<file path="src/rtl/axis_pkt_checksum.sv">
// Byte-stream packet forwarder that appends a two's-complement checksum byte
// to every packet, so each emitted packet sums to 0x00 modulo 256.
module axis_pkt_checksum #(
  parameter int DATA_W  = 8,
  parameter int MAX_LEN = 255
) (
  input  logic              clk,
  input  logic              rst,
  input  logic [DATA_W-1:0] s_data,
  input  logic              s_valid,
  output logic              s_ready,
  input  logic              s_last,
  output logic [DATA_W-1:0] m_data,
  output logic              m_valid,
  input  logic              m_ready,
  output logic              m_last,
  output logic [15:0]       pkt_count,
  output logic              trunc_err,
  output logic              state_dbg
);

  // Handshake: a byte moves on a rising edge where valid && ready are both 1.
  // s_ready never looks at s_valid; m_data/m_last/m_valid stay frozen while
  // m_valid && !m_ready.

  typedef enum logic {
    PASS = 1'b0,
    CSUM = 1'b1
  } state_e;

  localparam logic [8:0] MAX_LEN_L = 9'(MAX_LEN);

  state_e            state;
  state_e            state_nxt;
  logic [DATA_W-1:0] sum;
  logic [7:0]        byte_cnt;
  logic [8:0]        cnt_next;
  logic              slot_free;
  logic              accept;
  logic              len_hit;
  logic [DATA_W-1:0] csum_val;

  assign slot_free = !m_valid || m_ready;
  assign s_ready   = rst && (state == PASS) && slot_free;
  assign accept    = s_valid && s_ready;
  assign cnt_next  = {1'b0, byte_cnt} + 9'd1;
  assign len_hit   = (cnt_next == MAX_LEN_L);
  assign csum_val  = ~sum + {{(DATA_W-1){1'b0}}, 1'b1};
  assign state_dbg = (state == CSUM);

  always_comb begin
    state_nxt = state;
    case (state)
      PASS: if (accept && (s_last || len_hit)) state_nxt = CSUM;
      CSUM: if (slot_free) state_nxt = PASS;
      default: state_nxt = PASS;
    endcase
  end

  always_ff @(posedge clk or negedge rst) begin
    if (!rst) state <= PASS;
    else      state <= state_nxt;
  end

  // Checksum load takes priority; in CSUM no input can be accepted anyway.
  always_ff @(posedge clk or negedge rst) begin
    if (!rst) begin
      m_data    <= '0;
      m_valid   <= 1'b0;
      m_last    <= 1'b0;
      sum       <= '0;
      byte_cnt  <= '0;
      pkt_count <= '0;
      trunc_err <= 1'b0;
    end else begin
      trunc_err <= accept && len_hit && !s_last;
      if (state == CSUM && slot_free) begin
        m_data    <= csum_val;
        m_valid   <= 1'b1;
        m_last    <= 1'b1;
        sum       <= '0;
        byte_cnt  <= '0;
        pkt_count <= pkt_count + 16'd1;
      end else if (accept) begin
        m_data   <= s_data;
        m_valid  <= 1'b1;
        m_last   <= 1'b0;
        sum      <= sum + s_data;
        byte_cnt <= cnt_next[7:0];
      end else if (m_valid && m_ready) begin
        m_valid <= 1'b0;
        m_last  <= 1'b0;
      end
    end
  end

endmodule
</file>
<file path="config.mk">
export PLATFORM = sky130hd
export DESIGN_NAME = axis_pkt_checksum
export DESIGN_NICKNAME = d
export VERILOG_FILES = /design/src/rtl/axis_pkt_checksum.sv
export SDC_FILE = /design/constraint.sdc
export NUM_CORES = 1
export LEC_CHECK = 0
export ABC_AREA = 0
export BUFFER_PORTS_ARGS = -buffer_cell sky130_fd_sc_hd__buf_2
export CORE_UTILIZATION = 50
export CTS_CLUSTER_SIZE = 14
export DETAILED_ROUTE_END_ITERATION = 6
export PLACE_DENSITY = 0.73
export SLEW_MARGIN = 20
export SYNTH_ARGS = -nofsm -noshare
export SYNTH_HDL_FRONTEND = slang
export SYNTH_SLANG_ARGS = --single-unit
</file>
<file path="constraint.sdc">
create_clock -name clk -period 2.8 [get_ports clk]
set_input_delay 0.42 -clock clk [delete_from_list [all_inputs] [get_ports clk]]
set_output_delay 0.42 -clock clk [all_outputs]
set_load 0.005 [all_outputs]
</file>
# Word level (Yosys, flattened, before mapping)
# Index checks and enable logic that the tools add are counted.
[totals] register_bits=44 latch_bits=0 ram_bits=0 mem_bits_ro=0 in_bits=13 out_inout_bits=29 word_cells=43 mem_count=0
[op_classes] n_addsub=4 multipliers=0 div=0 magnitude_cmp=0 n_eq_ne=1 shift=0 muxes=14 n_bitwise=2 n_reduce_logical=14
[op_table] op="$mux W8" count=6
[op_table] op="$add A16 B1 Y16 const B" count=1
[op_table] op="$add A8 B1 Y9 const B" count=1
[op_table] op="$eq A9 B8 Y1 const B" count=1
[op_table] op="$add A8 B1 Y8 const B" count=1
[op_table] op="$add A8 B8 Y8" count=1
[op_table] op="$logic_and A1 B1 Y1" count=8
[op_table] op="$not A8 Y8" count=1
[op_table] op="$mux W1" count=7
[op_table] op="$reduce_bool A3 Y1" count=1
[op_table] op="$logic_not A1 Y1" count=2
[op_table] op="$logic_or A1 B1 Y1" count=2
[op_table] op="$pmux W1 S2" count=1
[op_table] op="$reduce_bool A2 Y1" count=1
[op_table] op="$not A1 Y1" count=1

# Depth between registers and ports, before layout
[logic_depth] depth_word=7 ltp_mapped=8 depth_no_buf=8

# Worst setup path before layout
# OpenSTA, ideal clock, no wires.
[synth_timing] path_kind="input -> register" startpoint="in s_data[0]" endpoint="reg sum[6]" setup_time_ns=0.069 arrival_time_ns=1.724 t_required_ns=2.731 slack_ns=1.007 path_stages=8 path_buffers=0 cell_sequence="ha_1 > inv_1 > fa_1 > nor2b_1 > o21ai_0 > a21boi_1 > or4_1 > nand3_1"
[synth_via] elab_chain_len=3
[synth_lines] item="from (decl)" line="9" rtl="input logic [DATA_W-1:0] s_data,"
[synth_lines] item="$add A8 B8 Y8" line="88" rtl="sum <= sum + s_data;"
[synth_lines] item="$mux W8" line="84" rtl="end else if (accept) begin"
[synth_lines] item="$mux W8" line="77" rtl="if (state == CSUM && slot_free) begin"
[synth_lines] item="to (signal assigned)" line="88"
[synth_lines] item="to (decl)" line="35" rtl="logic [DATA_W-1:0] sum;"
# Every way passes these cells. The select of a mux whose other input is x is not followed.
# A chain may end at the register's enable or synchronous reset.

# Worst setup path in the final report
[layout_timing] startpoint="reg sum[2]" endpoint="reg sum[7]"
[layout_via] elab_chain_len=3
[layout_lines] item="$add A8 B8 Y8" line="88"
[layout_lines] item="$mux W8" line="84"
[layout_lines] item="$mux W8" line="77"
# Every way passes these cells. The select of a mux whose other input is x is not followed.

==> flow_metrics.env <==
export IMPL_htreeDepth=2
export IMPL_wirelength_um=4817
export IMPL_fp_dieArea_sq_um=5045
export IMPL_synth_nets=273
export IMPL_cts_sinks=44
export IMPL_cpPeakStageDelay_ns=0.43
export IMPL_slew_headroom_pct=55.90
export IMPL_viasPerCell=5.585
export IMPL_place_hpwl_um=3474
export IMPL_post_cts_buffers=0
export IMPL_antenna_cells=0
export IMPL_synth_area_per_cell_sq_um=9.606
export IMPL_maxSlewViolCount=0
export IMPL_port_buffers=41
export IMPL_synthTopCellsByCount="dfrtp_1 (44), nand2_1 (28), o21ai_0 (25)"
export IMPL_hold_viol_final=0
export IMPL_die_w_um=71.03
export IMPL_min_period_over_period_pct=68.96
export IMPL_end_kind="flip-flop"
export IMPL_crit_chain="ha_1, a21oi_1, a211oi_1, or3_1, a32oi_1, nand2b_1"
export IMPL_grt_total_usage_pct=21.42
export IMPL_timing_rr_start="sum[2]"
export IMPL_rows=24
export IMPL_drive_gt1_share_pct=21.03
export IMPL_critical_path_startpoint_type="flip-flop"
export IMPL_cp_required_ns=2.98
export IMPL_tns_ns=0
export IMPL_rsz0062_at_grt="false"
export IMPL_drtAntennaViolNets=0
export IMPL_yosysTopAreaCell="dfrtp_1"
export IMPL_clkLatencyLatePin_ns=0.30
export IMPL_clock_skew_ns=0.006867
export IMPL_clockRootBuffer="clkbuf_8"
export IMPL_start_util_pct=53.24
export IMPL_cellPowerDensity_nw_per_um2=864.2
export IMPL_gp_congestion=0.8241
export IMPL_placed_cell_area_sq_um=2633
export IMPL_crit_start="sum[2]"
export IMPL_yosysWarnings=0
export IMPL_drtIter0Drc=105
export IMPL_final_cell_area_sq_um=2761
export IMPL_wl_per_cell_um=14.08
export IMPL_cts_tree="yes"
export IMPL_critPathArrivalTime_ns=2.11
export IMPL_cts_buffer_depth=2
export IMPL_grt_max_degree=45
export IMPL_status="complete, but fails checks"
export IMPL_total_leakage_power_uw=0.001350
export IMPL_synth_most_common_cell="dfrtp_1"
export IMPL_clkTransAtPathRegs_ns=0.08
export IMPL_critPathSlowestCell="dfrtp_1"
export IMPL_async_reset_ff_share_pct=100.0
export IMPL_flow_area_growth_from_synthesis_pct=15.91
export IMPL_grt_pass1_vias=1814
export IMPL_dr_pass1_iters=7
export IMPL_fin_ws_ns=0.8690
export IMPL_ir_worst_vdd_v=0.0004687
export IMPL_seq_area_frac_synth_pct=46.22
export IMPL_place_ws_ns=0.7879
export IMPL_yosys_cell_types_count=44
export IMPL_postSynthCellCount=248
export IMPL_vias=1910
export IMPL_whs_ns=0.2051
export IMPL_cts_resized=0
export IMPL_antenna_found_initial=0
export IMPL_netlist_area_sq_um=2382
export IMPL_synth_edf_count=0
export IMPL_die_h_um=71.03
export IMPL_tightest_slew_ns=0.6608
export IMPL_yosys_top_cells_area="dfrtp_1 (46%), xnor2_1 (6.6%), ha_1 (5.8%), o21ai_0 (5.3%), nand2_1 (4.4%)"
export IMPL_setup_viol=0
export IMPL_fin_nets=315
export IMPL_design_core_area_sq_um=4474
export IMPL_synth_top_flop_cell="dfrtp_1"
export IMPL_period_needed_ns=1.931
export IMPL_synth_top_area_share_pct=46.22
export IMPL_ioPinCount=42
export IMPL_cap_violations=0
export IMPL_endpoint="sum[7]"
export IMPL_synth_seq_cells=44
export IMPL_r2r_end="sum[7]"
export IMPL_overflow=0
export IMPL_grt_pass1_wl_um=8424
export IMPL_min_path_type="input port to async pin"
export IMPL_power_uw=2386
export IMPL_path_max_fanout=5
export IMPL_timing_fmax_mhz=517.9
export IMPL_reg2reg_setup_slack_ns=0.87
export IMPL_ctsHoldBuffers=0
export IMPL_rr_worst_depth=6
export IMPL_numCtsBuffers=5
export IMPL_worstSetupPathType="flip-flop to flip-flop"
export IMPL_violations="design-rule violations"
export IMPL_drc_errors=13
[critical path: cells and delay by family, from the launching register on]
| kind | cells | cell delay, ns |
|---|---|---|
| fa+ha+maj | 1 | 0.34 |
| simple gates | 2 | 0.44 |
| compound gates | 3 | 0.61 |
| flops | 1 | 0.43 |
[flip-flops by register name (all words and copies together) (netlist names)]
| signal | cells |
|---|---|
| state_dbg | 1 |
| m_last | 1 |
| trunc_err | 1 |
| byte_cnt | 8 |
| sum | 8 |
| pkt_count | 16 |
| m_valid | 1 |
| m_data | 8 |
[metrics by stage]
stage / util (%) / instances
6_report: 61.72 / 342
3_3_place_gp: 58.84 / 335
4_1_cts: 61.72 / 342
3_5_place_dp: 58.84 / 335
5_1_grt: 61.72 / 342
2_1_floorplan: - / 248
[cells in the final DEF (no fill, tap or decap), drive strengths merged, types with 8 or more instances in the layout]
master	instances
xnor2	18
dfrtp	44
and3	8
nand2	29
inv	10
nor2	16
nand3	16
o21ai	25
xor2	9
buf	45
ha	11
[routing by layer]
| metal | wire length [um] | track usage [%] | vias up |
|---|---|---|---|
| li1 | - | - | 952 |
| met1 | 2386 | 29.42 | 913 |
| met2 | 2183 | 34.51 | 40 |
| met3 | 185 | 4.558 | 5 |
| met4 | 61 | 6.000 | 0 |
| met5 | 0 | 0 | - |
[report_power, final]
part	internal, uW	switching, uW	leakage, uW
Combinational	397	451	0.000716
Sequential	804	167	0.000569
Clock	351	216	0.0000642
Total	1550	834	0.00135
[worst min path at each step]
| stage | start | endpoint | slack [ns] |
|---|---|---|---|
| after global routing | rst | pkt_count[9] | 0.25 |
| after CTS | rst | pkt_count[7] | 0.23 |
| final | rst | pkt_count[12] | 0.21 |
| after floorplan | rst | byte_cnt[0] | 0.12 |
| after detailed placement | pkt_count[15] | pkt_count[15] | 0.46 |
| after global placement | pkt_count[15] | pkt_count[15] | 0.45 |
[kinds of logic (layout without fill, tap and decap cells)]
kind of cell / Yosys count / count (layout) / synth area share, %
compound gates: 48 / 48 / 12.08
fa+ha+maj: 12 / 12 / 6.618
buf+inv: 20 / 62 / 3.676
mux: 1 / 1 / 0.4727
xor+xnor: 27 / 27 / 9.927
flops: 44 / 44 / 46.22
simple gates: 96 / 96 / 21.01
[cell type report]
type	instances	area (sq um)
inverters	10	37.54
repair buffers	45	235.2
multi-input cells	184	1194
flip-flops and latches	44	1101
fillers	393	1713
clock inverters	2	60.06
well taps	52	65.06
clock buffers	5	68.82
Power figures use the tool's default switching activity.
